### config.mk
export PLATFORM = sky130hd
export DESIGN_NAME = cmp_rr_arbiter_flat
export DESIGN_NICKNAME = d
export VERILOG_FILES = /design/src/rtl/cmp_rr_arbiter_if.sv /design/src/rtl/cmp_rr_arbiter.sv /design/src/flat_wrapper.sv
export SDC_FILE = /design/constraint.sdc
export NUM_CORES = 1
export LEC_CHECK = 0
export ABC_AREA = 1
export BUFFER_PORTS_ARGS = -buffer_cell sky130_fd_sc_hd__buf_4
export CAP_MARGIN = 30
export CORE_MARGIN = 2
export CORE_UTILIZATION = 36
export CTS_CLUSTER_DIAMETER = 50
export DETAILED_ROUTE_END_ITERATION = 10
export GPL_TIMING_DRIVEN = 0
export HOLD_SLACK_MARGIN = 0.03
export PLACE_DENSITY_LB_ADDON = 0.3
export SLEW_MARGIN = 20
export SYNTH_ARGS = -nofsm -noshare
export SYNTH_HDL_FRONTEND = slang
export SYNTH_SLANG_ARGS = --single-unit
### constraint.sdc
create_clock -name clk -period 3.76 [get_ports clk]
set_input_delay 0.376 -clock clk [delete_from_list [all_inputs] [get_ports clk]]
set_output_delay 0.376 -clock clk [all_outputs]
set_load 0.02 [all_outputs]
### src/rtl/cmp_rr_arbiter_if.sv
// Requester and result-consumer signals of the shared-comparator arbiter.
// The master side drives requests and consumes results; the slave side is the arbiter.
interface cmp_rr_arbiter_if #(
    parameter int N_REQ = 4,
    parameter int W     = 4
);
    localparam int ID_W = $clog2(N_REQ);

    logic [N_REQ-1:0]   req_valid;
    logic [N_REQ-1:0]   req_ready;
    logic [N_REQ*W-1:0] req_a;
    logic [N_REQ*W-1:0] req_b;
    logic               rsp_valid;
    logic               rsp_ready;
    logic [ID_W-1:0]    rsp_id;
    logic               rsp_g;
    logic               rsp_e;
    logic               rsp_l;

    modport master (
        output req_valid, req_a, req_b, rsp_ready,
        input  req_ready, rsp_valid, rsp_id, rsp_g, rsp_e, rsp_l
    );

    modport slave (
        input  req_valid, req_a, req_b, rsp_ready,
        output req_ready, rsp_valid, rsp_id, rsp_g, rsp_e, rsp_l
    );
endinterface

### src/rtl/cmp_rr_arbiter.sv
// Round-robin arbiter sharing one unsigned magnitude comparator among N_REQ requesters,
// with a one-entry registered result buffer that can drain and refill in the same cycle.
module cmp_rr_arbiter #(
    parameter int N_REQ = 4,
    parameter int W     = 4
) (
    input logic              clk,
    input logic              rst_n,
    cmp_rr_arbiter_if.slave  bus
);
    localparam int ID_W = $clog2(N_REQ);

    typedef enum logic {
        EMPTY = 1'b0,
        FULL  = 1'b1
    } state_t;

    state_t           state;
    state_t           state_next;
    logic [ID_W-1:0]  ptr;
    logic [ID_W-1:0]  winner;
    logic             any_valid;
    logic             can_accept;
    logic             accept;
    logic [N_REQ-1:0] grant;
    logic [W-1:0]     sel_a;
    logic [W-1:0]     sel_b;

    function automatic logic [ID_W-1:0] wrap_add(input logic [ID_W-1:0] base, input int off);
        int s;
        s = int'(base) + off;
        if (s >= N_REQ) begin
            s = s - N_REQ;
        end
        return ID_W'(s);
    endfunction

    // Walk from the farthest slot back to ptr so the first valid bit at or after ptr wins.
    always_comb begin
        winner    = '0;
        any_valid = 1'b0;
        for (int k = N_REQ - 1; k >= 0; k--) begin
            if (bus.req_valid[wrap_add(ptr, k)]) begin
                winner    = wrap_add(ptr, k);
                any_valid = 1'b1;
            end
        end
    end

    always_comb begin
        sel_a = '0;
        sel_b = '0;
        for (int i = 0; i < N_REQ; i++) begin
            if (winner == ID_W'(i)) begin
                sel_a = bus.req_a[i*W +: W];
                sel_b = bus.req_b[i*W +: W];
            end
        end
    end

    // Reset gates acceptance so req_ready drops the moment rst_n falls.
    always_comb begin
        can_accept = rst_n && ((state == EMPTY) || bus.rsp_ready);
        accept     = can_accept && any_valid;
        grant      = '0;
        if (accept) begin
            grant[winner] = 1'b1;
        end
    end

    always_comb begin
        state_next = state;
        case (state)
            EMPTY: if (accept) state_next = FULL;
            FULL:  if (bus.rsp_ready && !accept) state_next = EMPTY;
            default: state_next = EMPTY;
        endcase
    end

    always_ff @(posedge clk or negedge rst_n) begin
        if (!rst_n) begin
            state <= EMPTY;
        end else begin
            state <= state_next;
        end
    end

    always_ff @(posedge clk or negedge rst_n) begin
        if (!rst_n) begin
            ptr        <= '0;
            bus.rsp_id <= '0;
            bus.rsp_g  <= 1'b0;
            bus.rsp_e  <= 1'b0;
            bus.rsp_l  <= 1'b0;
        end else if (accept) begin
            ptr        <= wrap_add(winner, 1);
            bus.rsp_id <= winner;
            bus.rsp_g  <= (sel_a > sel_b);
            bus.rsp_e  <= (sel_a == sel_b);
            bus.rsp_l  <= (sel_a < sel_b);
        end
    end

    assign bus.req_ready = grant;
    assign bus.rsp_valid = (state == FULL);

endmodule
### src/flat_wrapper.sv
// flat-port wrapper written by rule: the top's interface ports become plain ports
module cmp_rr_arbiter_flat 
#(
    parameter int N_REQ = 4,
    parameter int W     = 4
)
  (clk, rst_n, bus_req_valid, bus_req_a, bus_req_b, bus_rsp_ready, bus_req_ready, bus_rsp_valid, bus_rsp_id, bus_rsp_g, bus_rsp_e, bus_rsp_l);
  cmp_rr_arbiter_if #(.N_REQ(N_REQ), .W(W)) bus_i ();
  input logic clk;
  input logic rst_n;
  input wire logic [$bits(bus_i.req_valid)-1:0] bus_req_valid;
  input wire logic [$bits(bus_i.req_a)-1:0] bus_req_a;
  input wire logic [$bits(bus_i.req_b)-1:0] bus_req_b;
  input wire logic [$bits(bus_i.rsp_ready)-1:0] bus_rsp_ready;
  output wire logic [$bits(bus_i.req_ready)-1:0] bus_req_ready;
  output wire logic [$bits(bus_i.rsp_valid)-1:0] bus_rsp_valid;
  output wire logic [$bits(bus_i.rsp_id)-1:0] bus_rsp_id;
  output wire logic [$bits(bus_i.rsp_g)-1:0] bus_rsp_g;
  output wire logic [$bits(bus_i.rsp_e)-1:0] bus_rsp_e;
  output wire logic [$bits(bus_i.rsp_l)-1:0] bus_rsp_l;
  assign bus_i.req_valid = bus_req_valid;
  assign bus_i.req_a = bus_req_a;
  assign bus_i.req_b = bus_req_b;
  assign bus_i.rsp_ready = bus_rsp_ready;
  assign bus_req_ready = bus_i.req_ready;
  assign bus_rsp_valid = bus_i.rsp_valid;
  assign bus_rsp_id = bus_i.rsp_id;
  assign bus_rsp_g = bus_i.rsp_g;
  assign bus_rsp_e = bus_i.rsp_e;
  assign bus_rsp_l = bus_i.rsp_l;
  cmp_rr_arbiter #(.N_REQ(N_REQ), .W(W)) u_core (.clk(clk), .rst_n(rst_n), .bus(bus_i));
endmodule
# Word-level counts from Yosys, hierarchy flattened
# Index checks and enable logic that the tools add are counted.
# Widths: inputs -> output; s select.
# totals
ff_bits	8
inputBits	39
wordCells	75
# classes
n_addsub	9
magnitude_cmp	13
eq_ne	4
mux	35
n_bitwise	1
n_reduce_logical	7
# op_table
cell	n
$mux 4	9
$mux 2	9
$lt 2x3->1 const B	5
$ge 3x3->1 const B	4
$mux 1	11
$sub 2x1->2 const B	5
$bmux 1 s2	4
$add 2x1->3 const B	2
$add 2x2->3 const B	2
$eq 2x2->1 const B	2
$eq 4x4->1	1
$gt 4x4->1	1
$logic_and 1x1->1	4
$lt 4x4->1	1
$ge 2x3->1 const B	1
$demux 1 s2	1
$eq 2x1->1 const B	1
$ge 2x1->1 const B	1
$logic_not 2->1	1
$pmux 1 s2	1
$logic_not 1->1	1
$logic_or 1x1->1	1
$not 1->1	1

# Depth between registers and ports, before layout
# Gate-level depths: netlist of the first run.
# logic_depth
ltp_word	15
ltp_mapped	28
depth_no_buf	26

# Least setup slack after synthesis of the first run
# No wires, ideal clock.
# synth_timing
path_type	reg-to-reg
startpoint	reg u_core.ptr[0]
endpoint	reg u_core.bus.rsp_g
setup_time_ns	0.117
arrival_time_ns	2.796
setup_slack_ns	0.847
path_stages_with_launch	25
n_path_buf	2
synth_period_minus_slack_ns	2.913
path_cell_list	dfrtp_1 buf_6 inv_8 nand2_1 nand3_1 nand3_2 o21ai_0 nand2_1 nand2_1 ha_1 clkbuf_1 inv_1 nand2_1 inv_1 a22oi_1 nand2_1 o21ai_0 a21oi_1 ha_1 nand2_1 a21oi_1 a211oi_1 nor2_1 nand2_1 nand2_1
# synth_between
elab_chain_len	15
# synth_lines
element	line_no	source
start: declaration	cmp_rr_arbiter.sv:20	logic [ID_W-1:0] ptr;
start signal: assignment	cmp_rr_arbiter.sv:96	ptr <= wrap_add(winner, 1);
$add 2x2->3	cmp_rr_arbiter.sv:31	s = int'(base) + off;
$ge 3x3->1 / $sub 2x1->2 (equally long branches)	cmp_rr_arbiter.sv:32, cmp_rr_arbiter.sv:33	
$mux 2	cmp_rr_arbiter.sv:32	if (s >= N_REQ) begin
$bmux 1 s2	cmp_rr_arbiter.sv:43	if (bus.req_valid[wrap_add(ptr, k)]) begin
$mux 1 (implied by the code)	cmp_rr_arbiter.sv:43	
$mux 2 (4 in a row)	cmp_rr_arbiter.sv:43	
$logic_not 2->1	cmp_rr_arbiter.sv:54	if (winner == ID_W'(i)) begin
$mux 4 (4 in a row)	cmp_rr_arbiter.sv:54	
$gt 4x4->1	cmp_rr_arbiter.sv:98	bus.rsp_g <= (sel_a > sel_b);
end signal: assignment	cmp_rr_arbiter.sv:98	
end: declaration	cmp_rr_arbiter_if.sv:27	output req_ready, rsp_valid, rsp_id, rsp_g, rsp_e, rsp_l
# Parallel ways exist; a longest one is shown, timed or not. The select of a mux whose other input is x is not followed.
# A chain may end at the register's enable or synchronous reset.

# Worst setup path in the final report of the first run
# layout_timing
startpoint	reg u_core.ptr[1]
endpoint	reg u_core.bus.rsp_g
# layout_between
elab_chain_len	15
# layout_lines
element	line_no	source
$add 2x2->3	cmp_rr_arbiter.sv:31	
$ge 3x3->1 / $sub 2x1->2 (equally long branches)	cmp_rr_arbiter.sv:32, cmp_rr_arbiter.sv:33	
$mux 2	cmp_rr_arbiter.sv:32	
$bmux 1 s2	cmp_rr_arbiter.sv:43	
$mux 1 (implied by the code)	cmp_rr_arbiter.sv:43	
$mux 2 (3 in a row)	cmp_rr_arbiter.sv:43	
$mux 2 (*)	cmp_rr_arbiter.sv:43	
net u_core.winner[0]	cmp_rr_arbiter.sv:21	logic [ID_W-1:0] winner;
$logic_not 2->1	cmp_rr_arbiter.sv:54	
$mux 4 (4 in a row)	cmp_rr_arbiter.sv:54	
$gt 4x4->1 (*)	cmp_rr_arbiter.sv:98	
# The timed path passes the listed nets; every way through them passes the cells marked *. The select of a mux whose other input is x is not followed.

==> metrics.md, run 1 <==
| Metric | Value |
|---|---|
| Async SR Flop Fraction | `1.00` |
| Worst Tran Pin Value | `375 ps` |
| Die X | `56.2 um` |
| Status | `completed` |
| WL per Instance | `11.0 um` |
| Total iterations of the first detailed-routing run | `4` |
| Tmin final | `3320 ps` |
| Yosys warns | `0` |
| Critical Path End Type | `flip-flop` |
| Global-route wire length before repair | `4.50 mm` |
| Worst hold start | `bus_rsp_ready` |
| Max frequency | `302 MHz` |
| Final Max Slew Viols | `0` |
| GR Util All Layers | `0.171` |
| Sw Pwr | `914 uW` |
| NumNets Final | `258` |
| Fraction of final layout cells sized beyond drive strength 1 | `0.340` |
| Top-count cell post-synth | `nand2_1` |
| Initial antenna violation count | `0` |
| Clock net sink count | `8` |
| Final hold vios | `0` |
| Die ar. | `0.00316 mm2` |
| Mapped Cells | `158` |
| Core box area | `0.00252 mm2` |
| Critical Path RT | `3900 ps` |
| # DRC | `0` |
| Relative slew slack | `0.747` |
| ANT cells | `0` |
| P per Cell Area | `1150 mW/mm2` |
| Sequential power share | `0.093` |
| Number of synthesized flops with an enable pin | `0` |
| Clock share of power | `0.040` |
| Hold Path Sink | `u_core.bus.rsp_valid$_DFF_PN0_` |
| Startpoint type of the worst setup path | `flip-flop` |
| Main synth FF type | `dfrtp_1` |
| Critical path's largest stage delay | `410 ps` |
| Crit path top cell by count | `nand2_1` |
| I/O Buffers | `48` |
| Synth unique cells | `21` |
| Gp weighted congestion | `0.836` |
| Crit path DAT | `3460 ps` |
| Internal power component | `710 uW` |
| Clock Skews | `5.60 ps` |
| Critical path peak fanout | `9` |
| Netlist Area Pre-Place | `982 um2` |
| Leakage power figure | `0.000794 uW` |
| Critical path class | `flip-flop to flip-flop` |
| Rows | `18` |
| CP max-delay cell | `dfrtp_1` |
| Final Cycle Share | `0.882` |
| Final ANT Viol Nets | `0` |
| Starting Density | `0.389` |
| R2R setup slack | `440 ps` |
| Layout area overhead | `43.4%` |
| Seq/Total Area, Yosys | `0.204` |
| DP Wirelength | `2.18 mm` |
| Clock root cell | `clkbuf_4` |
| Mean Syn Cell Area | `6.22 um2` |
| Worst min path class | `input port to flip-flop` |
| Most area-consuming cells after synthesis | `nand2_1, dfrtp_1, ha_1` |
| Comb pwr share | `0.867` |
| Top cells by count, synth | `nand2_1, inv_1, o21ai_0` |
| Max-cap violations | `0` |
| Worst skew pair latency | `250 ps` |
| Grt total ovfl | `0` |
| Vias per inst | `4.78` |
| Num CTS Buffers | `3` |
| Reg-to-reg startpoint | `u_core.ptr[1]$_DFFE_PN0P_` |
| Chip Height | `56.2 um` |
| Core Util, Final | `0.559` |
| Vias in the first global route | `1097` |
| Setup bufs post-CTS | `0` |
| CTS tree | `built` |
| Cells on Worst Hold Path | `2` |
| Sw frac | `0.563` |
| Synth area leader | `nand2_1` |
| RSZ-0062 raised after global routing | `no` |
| Clk buf depth | `2` |
| FF-to-FF End | `u_core.bus.rsp_g$_DFFE_PN0P_` |
| Post-synth top area share | `0.214` |
| CP Cell Sequence | `inv_1 -> nand2_1 -> nand2_1 -> nand2_1 -> nand2_1 -> inv_1 -> nand2_1 -> nand2_1 -> nand2_1 -> nand2_1 -> ha_1 -> inv_1 -> nand2_1 -> inv_1 -> a22oi_1 -> o21ai_0 -> o21ai_0 -> ha_1 -> nand2_1 -> a21oi_1 -> a211oi_1 -> nor2_1 -> nand2_1 -> nand2_1` |
| Final WL | `2.62 mm` |
| H-tree levels | `1` |
| Reg2reg path depth | `24` |
| Clk slew on worst S/H paths | `50 ps` |
| Worst VDD drop | `708 uV` |
| Flops & latches, synth | `8` |
| Initial DRC count | `23` |
| I/O pin count | `49` |
| Vias | `1142` |
| Pin count of the biggest net entering global routing | `11` |
| Final setup vio count | `0` |
| Final setup TNS | `0 ps` |
| Synth Net Count | `205` |
[cell families (layout without fill, tap and decap cells)]
logic type | count (synthesis) | after routing | synth area share
flops | 8 | 8 | 0.204
buf+inv | 25 | 76 | 0.118
fa+ha+maj | 8 | 8 | 0.102
simple gates | 81 | 81 | 0.359
compound gates | 36 | 36 | 0.217
[cells in the final DEF (no fill, tap or decap), types with 3 or more instances in the layout]
cell type  count
a21oi_1       11
nor2_2         5
o21ai_0       16
nor2_1         5
ha_1           8
a22oi_1        6
nand2_2        7
dfrtp_1        8
inv_1         17
clkbuf_4       3
buf_4         48
nand3_1        5
nand2_1       56
[flip-flops by register name (all words and copies together), names as in the netlist]
signal	cells
u_core.bus.rsp_g	1
u_core.bus.rsp_e	1
u_core.ptr	2
u_core.bus.rsp_l	1
u_core.bus.rsp_valid	1
u_core.bus.rsp_id	2
[how the worst max path moves through the flow]
stage	start	end	cells past startpoint
2_1_floorplan	u_core.ptr[0]$_DFFE_PN0P_	u_core.bus.rsp_g$_DFFE_PN0P_	24
3_3_place_gp	u_core.ptr[0]$_DFFE_PN0P_	u_core.bus.rsp_g$_DFFE_PN0P_	24
3_5_place_dp	u_core.ptr[0]$_DFFE_PN0P_	u_core.bus.rsp_g$_DFFE_PN0P_	26
4_1_cts	u_core.ptr[1]$_DFFE_PN0P_	u_core.bus.rsp_g$_DFFE_PN0P_	25
5_1_grt	u_core.ptr[1]$_DFFE_PN0P_	u_core.bus.rsp_g$_DFFE_PN0P_	22
6_report	u_core.ptr[1]$_DFFE_PN0P_	u_core.bus.rsp_g$_DFFE_PN0P_	24
[worst max-delay path, delay by kind of cell (launching register included)]
kind / cells / cell delay, ps
adder cells (fa/ha/maj): 2 / 660
buffers and inverters: 4 / 540
AO/OA/AOI/OAI: 5 / 690
AND/OR/NAND/NOR: 13 / 900
flip-flops: 1 / 410
[through the flow]
stage | setup slack (ps) | hold WS [ps] | instance area (um2) | power (uW) | cells
CTS | 361 | 285 | 1410 | 1630 | 240
global placement | 497 | 198 | 1380 | 1500 | 236
floorplan | 847 | 80.4 | 982 | 1220 | 158
detailed placement | 382 | 203 | 1380 | 1550 | 236
global route | 72.6 | 291 | 1410 | 1850 | 239
finish | 443 | 290 | 1410 | 1620 | 239
[final cells by class]
type,instances,area [um2]
Clock buffer,3,22.5
Fill cell,254,1110
Inverter,20,82.6
Sequential cell,8,200
Multi-Input combinational cell,125,666
Tap cell,30,37.5
Timing Repair Buffer,49,370
Buffer,4,30.0
[power by group through the flow]
stage | sequential [uW] | combinational (uW) | clock, uW
after floorplan | 180 | 1040 | 0
final | 151 | 1410 | 65.8
after CTS | 151 | 1410 | 67.9
after detailed placement | 151 | 1400 | 0
after global routing | 155 | 1620 | 71.2
after global placement | 150 | 1350 | 0
[metal layers]
layer  vias up  track usage  share of wire
met1       496        0.232           0.48
met2        25        0.289           0.47
met3         6       0.0140          0.037
li1        615            -              -
met5         -            0              0
met4         0       0.0476          0.015
[repair_timing]
| item | 4_1_cts | 5_1_grt |
|---|---|---|
| endpoints found under the hold margin | 8 | 0 |
| hold buffers | 1 | 0 |
| setup endpoints to repair | 0 | 1 |
| gates resized for setup | 0 | 0 |
(Power assumes the default switching activity.)
==> inputs of run 2 (changes only) <==
--- a/config.mk
+++ b/config.mk
@@ -5,7 +5,6 @@
 export SDC_FILE = /design/constraint.sdc
 export NUM_CORES = 1
 export LEC_CHECK = 0
-export ABC_AREA = 1
 export BUFFER_PORTS_ARGS = -buffer_cell sky130_fd_sc_hd__buf_4
 export CAP_MARGIN = 30
 export CORE_MARGIN = 2
==> metrics.md, run 2 <==
| Metric | Value |
|---|---|
| Status | `completed` |
| Critical path peak fanout | `10` |
| Post-synth top area share | `0.257` |
| Die ar. | `0.00255 mm2` |
| Max frequency | `314 MHz` |
| Number of synthesized flops with an enable pin | `0` |
| CP max-delay cell | `dfrtp_1` |
| Relative slew slack | `0.689` |
| Final WL | `2.11 mm` |
| Chip Height | `50.5 um` |
| Worst VDD drop | `310 uV` |
| Main synth FF type | `dfrtp_1` |
| Core box area | `0.00200 mm2` |
| Leakage power figure | `0.000594 uW` |
| RSZ-0062 raised after global routing | `no` |
| Final setup TNS | `0 ps` |
| CTS tree | `built` |
| Multi-input logic area | `515 um2` |
| CP Cell Sequence | `nor2b_1 -> a21oi_1 -> o211ai_1 -> inv_1 -> ha_1 -> buf_2 -> nor2b_1 -> buf_2 -> a221oi_1 -> nor3_1 -> a21oi_1 -> ha_1 -> a21oi_1 -> o21ai_0 -> a22o_2` |
| Regs by FF count | `u_core.bus.rsp_id: 2 flops, u_core.ptr: 2 flops` |
| GR Util All Layers | `0.173` |
| Critical path class | `flip-flop to flip-flop` |
| Vias | `883` |
| Clock Skews | `2.33 ps` |
| Final ANT Viol Nets | `0` |
| Tmin final | `3180 ps` |
| Rows | `16` |
| Total iterations of the first detailed-routing run | `4` |
| Mapped Cells | `97` |
| I/O pin count | `49` |
| Max-cap violations | `0` |
| Flops & latches, synth | `8` |
| WL per Instance | `12.0 um` |
| Gp weighted congestion | `0.772` |
| Largest family of logic cells by synthesized area | `compound AO/OA/AOI/OAI gates` |
| Critical Path End Type | `flip-flop` |
| Worst Path Buf+Inv | `3` |
| Clock net sink count | `8` |
| Post_cts resized | `0` |
| ANT cells | `0` |
| Critical path's largest stage delay | `400 ps` |
| Initial DRC count | `10` |
| I/O Buffers | `48` |
| Compound-gate portion of the synthesized area | `0.294` |
| NumNets Final | `198` |
| Register area | `200 um2` |
| Die X | `50.5 um` |
| Crit path top cell by count | `a21oi_1` |
| Pin count of the biggest net entering global routing | `11` |
| Most common cell after layout, fill and taps aside | `buf_4` |
| Setup bufs post-CTS | `0` |
| Synth Area in XOR/XNOR | `0` |
| H-tree levels | `1` |
| Clk slew on worst S/H paths | `50 ps` |
| Worst min path class | `input port to flip-flop` |
| Seq/Total Area, Yosys | `0.257` |
| Clk buf depth | `2` |
| Worst Tran Pin Value | `465 ps` |
| Layout area overhead | `54.8%` |
| Multiplexer share of the synthesized area | `0.0434` |
| Grt total ovfl | `0` |
| Starting Density | `0.389` |
| Hold Buf Count CTS | `1` |
| Vias in the first global route | `789` |
| Synth unique cells | `24` |
| Async SR Flop Fraction | `1.00` |
| Simple-Gate Fraction of Synth Area | `0.196` |
| Worst skew pair latency | `250 ps` |
| # fillers | `207` |
| Clock root cell | `clkbuf_4` |
| Post-synthesis adder-cell area fraction | `0.129` |
| DP Wirelength | `1.81 mm` |
| P per Cell Area | `632 mW/mm2` |
| Top-count cell post-synth | `o21ai_0` |
| Crit path DAT | `3330 ps` |
| Final total power | `761 uW` |
| CP top delay family | `compound AO/OA/AOI/OAI gates` |
| Most frequent cells in the layout | `buf_4, o21ai_0, nand2_1` |
| Vias per inst | `5.02` |
| Yosys warns | `0` |
| Fraction of final layout cells sized beyond drive strength 1 | `0.409` |
| Final Cycle Share | `0.847` |
| Final setup vio count | `0` |
| Top cells by count, synth | `o21ai_0, nand2_1, nor2_1` |
| Num CTS Buffers | `3` |
| Netlist Area Pre-Place | `778 um2` |
| Most area-consuming cells after synthesis | `dfrtp_1, ha_1, o21ai_0` |
| Synth area leader | `dfrtp_1` |
| Mean Syn Cell Area | `8.02 um2` |
| Startpoint type of the worst setup path | `flip-flop` |
| Final hold vios | `0` |
| # DRC | `0` |
| Initial antenna violation count | `0` |
| Global-route wire length before repair | `3.33 mm` |
| Final Max Slew Viols | `0` |
| Critical Path RT | `3900 ps` |
| Synth Net Count | `144` |
==> run 2: cell types whose count changed after synthesis, moves of 3 or more <==
cell | previous run | this run
nand2_1 | 56 | 10
inv_1 | 17 | 8
nand2_2 | 7 | 0
a22oi_1 | 6 | 0
nand3_1 | 5 | 0
nor2_2 | 5 | 0
a21oi_1 | 11 | 7
a221o_1 | 0 | 4
a221oi_1 | 0 | 4
nor2_1 | 5 | 9
nor2b_1 | 0 | 4
nor3_1 | 0 | 4
mux2_2 | 0 | 3
o21ai_0 | 16 | 13
==> run 2: path summary, 6_finish.rpt <==
check	endpoint	cells after the start	from	slack [ps]
hold / removal	u_core.bus.rsp_valid$_DFF_PN0_	3	bus_rsp_ready	450
min in group asynchronous	u_core.ptr[1]$_DFFE_PN0P_	2	rst_n	490
setup reg to reg	u_core.bus.rsp_g$_DFFE_PN0P_	15	u_core.ptr[0]$_DFFE_PN0P_	580
setup / recovery	u_core.bus.rsp_g$_DFFE_PN0P_	15	u_core.ptr[0]$_DFFE_PN0P_	580
max in group asynchronous	u_core.bus.rsp_g$_DFFE_PN0P_	2	rst_n	3130
hold reg to reg	u_core.bus.rsp_l$_DFFE_PN0P_	2	u_core.bus.rsp_l$_DFFE_PN0P_	480
==> run 2: kinds of logic after synthesis <==
| group | count (synthesis) |
|---|---|
| adders and majority gates | 8 |
| DFF | 8 |
| muxes | 3 |
| AOI/OAI and AO/OA | 32 |
| buffers and inverters | 14 |
| and+or+nand+nor | 32 |
==> run 2: per-stage QoR <==
stage	std cells	worst slack, ps	cell area (um2)	utilization	hold WS, ps
after global placement	172	581	1170	0.586	206
after global routing	176	259	1200	0.602	475
after floorplan	97	982	778	-	80.4
after detailed placement	172	453	1170	0.586	209
final	176	576	1200	0.602	451
after CTS	176	553	1200	0.602	446
==> run 2: power by group <==
part           switching (uW)  internal (uW)
clock                    28.4           36.5
sequential               23.5            121
combinational             298            254
total                     349            411
==> run 2: layout make-up <==
class | count | area share
Sequential cell | 8 | 0.166
Tap cell | 27 | 0.0280
Buffer | 6 | 0.0270
Clock buffer | 3 | 0.0187
Multi-Input combinational cell | 75 | 0.428
Timing Repair Buffer | 49 | 0.307
Inverter | 8 | 0.0249
==> run 2: per-layer routing <==
| layer | part of all wire | GRT usage | vias to the layer above | wire length, um |
|---|---|---|---|---|
| met5 | 0 | 0 | - | 0 |
| met4 | 0 | 0.0270 | 0 | 0 |
| met3 | 0.047 | 0.0446 | 0 | 100 |
| met2 | 0.53 | 0.298 | 24 | 1110 |
| met1 | 0.43 | 0.219 | 408 | 897 |
| li1 | - | - | 451 | - |
==> run 2: worst register-to-register path, stage by stage (launching register included) <==
cell	delay [ps]
dfrtp_1	400
nor2b_1	160
a21oi_1	60
o211ai_1	400
inv_1	140
ha_1	220
buf_2	170
nor2b_1	120
buf_2	190
a221oi_1	100
nor3_1	210
a21oi_1	70
ha_1	330
a21oi_1	150
o21ai_0	140
a22o_2	220
==> inputs of run 3 (changes only) <==
==> constraint.sdc (replaced) <==
create_clock -name clk -period 3.3 [get_ports clk]
set_input_delay 0.33 -clock clk [delete_from_list [all_inputs] [get_ports clk]]
set_output_delay 0.33 -clock clk [all_outputs]
set_load 0.02 [all_outputs]
==> metrics.md, run 3 (synthesis results as in run 2) <==
| Metric | Value |
|---|---|
| Status | `completed` |
| P per Cell Area | `736 mW/mm2` |
| Startpoint type of the worst setup path | `flip-flop` |
| Clock root cell | `clkbuf_4` |
| Starting Density | `0.389` |
| Max frequency | `325 MHz` |
| Critical path peak fanout | `10` |
| Gp weighted congestion | `0.772` |
| Most common cell after layout, fill and taps aside | `buf_4` |
| Final hold vios | `0` |
| Worst skew pair latency | `250 ps` |
| CTS tree | `built` |
| Worst Tran Pin Value | `398 ps` |
| # fillers | `201` |
| H-tree levels | `1` |
| Vias | `901` |
| Final WL | `2.22 mm` |
| Final Cycle Share | `0.932` |
| GR peak layer | `met2` |
| FF-to-FF End | `u_core.bus.rsp_g$_DFFE_PN0P_` |
| Worst VDD drop | `356 uV` |
| Chip Height | `50.5 um` |
| Total iterations of the first detailed-routing run | `4` |
| Met3 GRT Util | `0.0446` |
| Final Max Slew Viols | `0` |
| Layout area overhead | `58.8%` |
| Num CTS Buffers | `3` |
| Max-cap violations | `0` |
| # DRC | `0` |
| ANT cells | `0` |
| RSZ-0062 raised after global routing | `no` |
| Fraction of final layout cells sized beyond drive strength 1 | `0.428` |
| I/O pin count | `49` |
| Clock Skews | `2.86 ps` |
| Die X | `50.5 um` |
| Worst Setup SP | `u_core.ptr[1]$_DFFE_PN0P_` |
| Post-layout instance area | `0.00124 mm2` |
| Clock net sink count | `8` |
| Core box area | `0.00200 mm2` |
| Grt total ovfl | `0` |
| Global-route wire length before repair | `3.33 mm` |
| Worst min path class | `input port to flip-flop` |
| Initial DRC count | `6` |
| NumNets Final | `201` |
| Final ANT Viol Nets | `0` |
| Critical Path RT | `3440 ps` |
| Most frequent cells in the layout | `buf_4, o21ai_0, nand2_1` |
| Reg2reg path depth | `15` |
| Die ar. | `0.00255 mm2` |
| Leakage power figure | `0.000611 uW` |
| Critical path class | `flip-flop to flip-flop` |
| Reg-to-reg startpoint | `u_core.ptr[1]$_DFFE_PN0P_` |
| Vias in the first global route | `789` |
| DP Wirelength | `1.81 mm` |
| Regs by FF count | `u_core.bus.rsp_id: 2 flops, u_core.ptr: 2 flops` |
| Vias per inst | `5.03` |
| Tmin final | `3080 ps` |
| GR met2 Demand/Resource | `0.298` |
| Worst Setup EP | `u_core.bus.rsp_g$_DFFE_PN0P_` |
| Clk slew on worst S/H paths | `50 ps` |
| Met1 usage | `0.219` |
| Hold slack | `402 ps` |
| R2R setup slack | `220 ps` |
| Initial antenna violation count | `0` |
| Relative slew slack | `0.734` |
| Critical Path End Type | `flip-flop` |
| Crit path DAT | `3220 ps` |
| I/O Buffers | `48` |
| GR Util All Layers | `0.173` |
| Final setup vio count | `0` |
| Final setup TNS | `0 ps` |
| Pin count of the biggest net entering global routing | `11` |
| Clk buf depth | `2` |
| Rows | `16` |
| WL per Instance | `12.4 um` |
| Post-DP Area | `0.00117 mm2` |
-- run 3: timing repair --
| item | in CTS | in global routing |
|---|---|---|
| endpoints found under the hold margin | 8 | 0 |
| buffers inserted | 0 | 3 |
| resized for setup | 0 | 3 |
| setup endpoints to repair | 0 | 2 |
| hold buffers | 1 | 0 |
-- run 3: worst max-delay path, stage by stage, from the launching register on --
cell and delay (ps):
dfrtp_1 400, nand2_1 70, and3_1 180, o32a_1 340, inv_1 100, ha_1 150
clkbuf_4 190, nor2b_1 60, buf_2 170, a221o_1 310, o21ai_0 80, o21ai_0 100
ha_1 330, nand4_1 110, nor2b_1 140, a22o_2 230
-- run 3: per-stage QoR --
step | power, uW | worst slack, ps | util | cells
6_report | 910 | 224 | 0.618 | 179
5_1_grt | 1010 | 2.33 | 0.618 | 179
4_1_cts | 879 | 93.4 | 0.602 | 176
3_5_place_dp | 800 | 39.0 | 0.586 | 172
3_3_place_gp | 776 | 167 | 0.586 | 172
2_1_floorplan | 604 | 536 | - | 97
-- run 3: worst min-delay path by stage --
stage | from | end | slack, ps | cells after the start
finish | bus_rsp_ready | u_core.bus.rsp_valid$_DFF_PN0_ | 400 | 3
global route | bus_rsp_ready | u_core.bus.rsp_valid$_DFF_PN0_ | 430 | 3
CTS | bus_rsp_ready | u_core.bus.rsp_valid$_DFF_PN0_ | 400 | 3
detailed placement | rst_n | u_core.ptr[1]$_DFFE_PN0P_ | 160 | 1
global placement | rst_n | u_core.bus.rsp_valid$_DFF_PN0_ | 160 | 1
floorplan | rst_n | u_core.bus.rsp_e$_DFFE_PN0P_ | 30 | 0
-- run 3: layer usage --
layer,part of all wire,vias to the layer above
li1,-,461
met1,0.42,414
met2,0.52,24
met3,0.050,2
met4,0.0041,0
met5,0,-
-- run 3: area by class of cell --
cell class              count  area (um2)  area share
repair buffers             52         393       0.318
plain buffers               6        35.0      0.0283
well taps                  27        33.8      0.0273
multi-input cells          75         522       0.422
flip-flops and latches      8         200       0.162
clock buffers               3        22.5      0.0182
inverters                   8        30.0      0.0243
-- run 3: where the power goes --
| group | switching (uW) | internal [uW] | total [uW] |
|---|---|---|---|
| clock network | 32.7 | 41.6 | 74.2 |
| logic | 356 | 315 | 672 |
| registers | 26.2 | 138 | 164 |
| total | 415 | 495 | 910 |
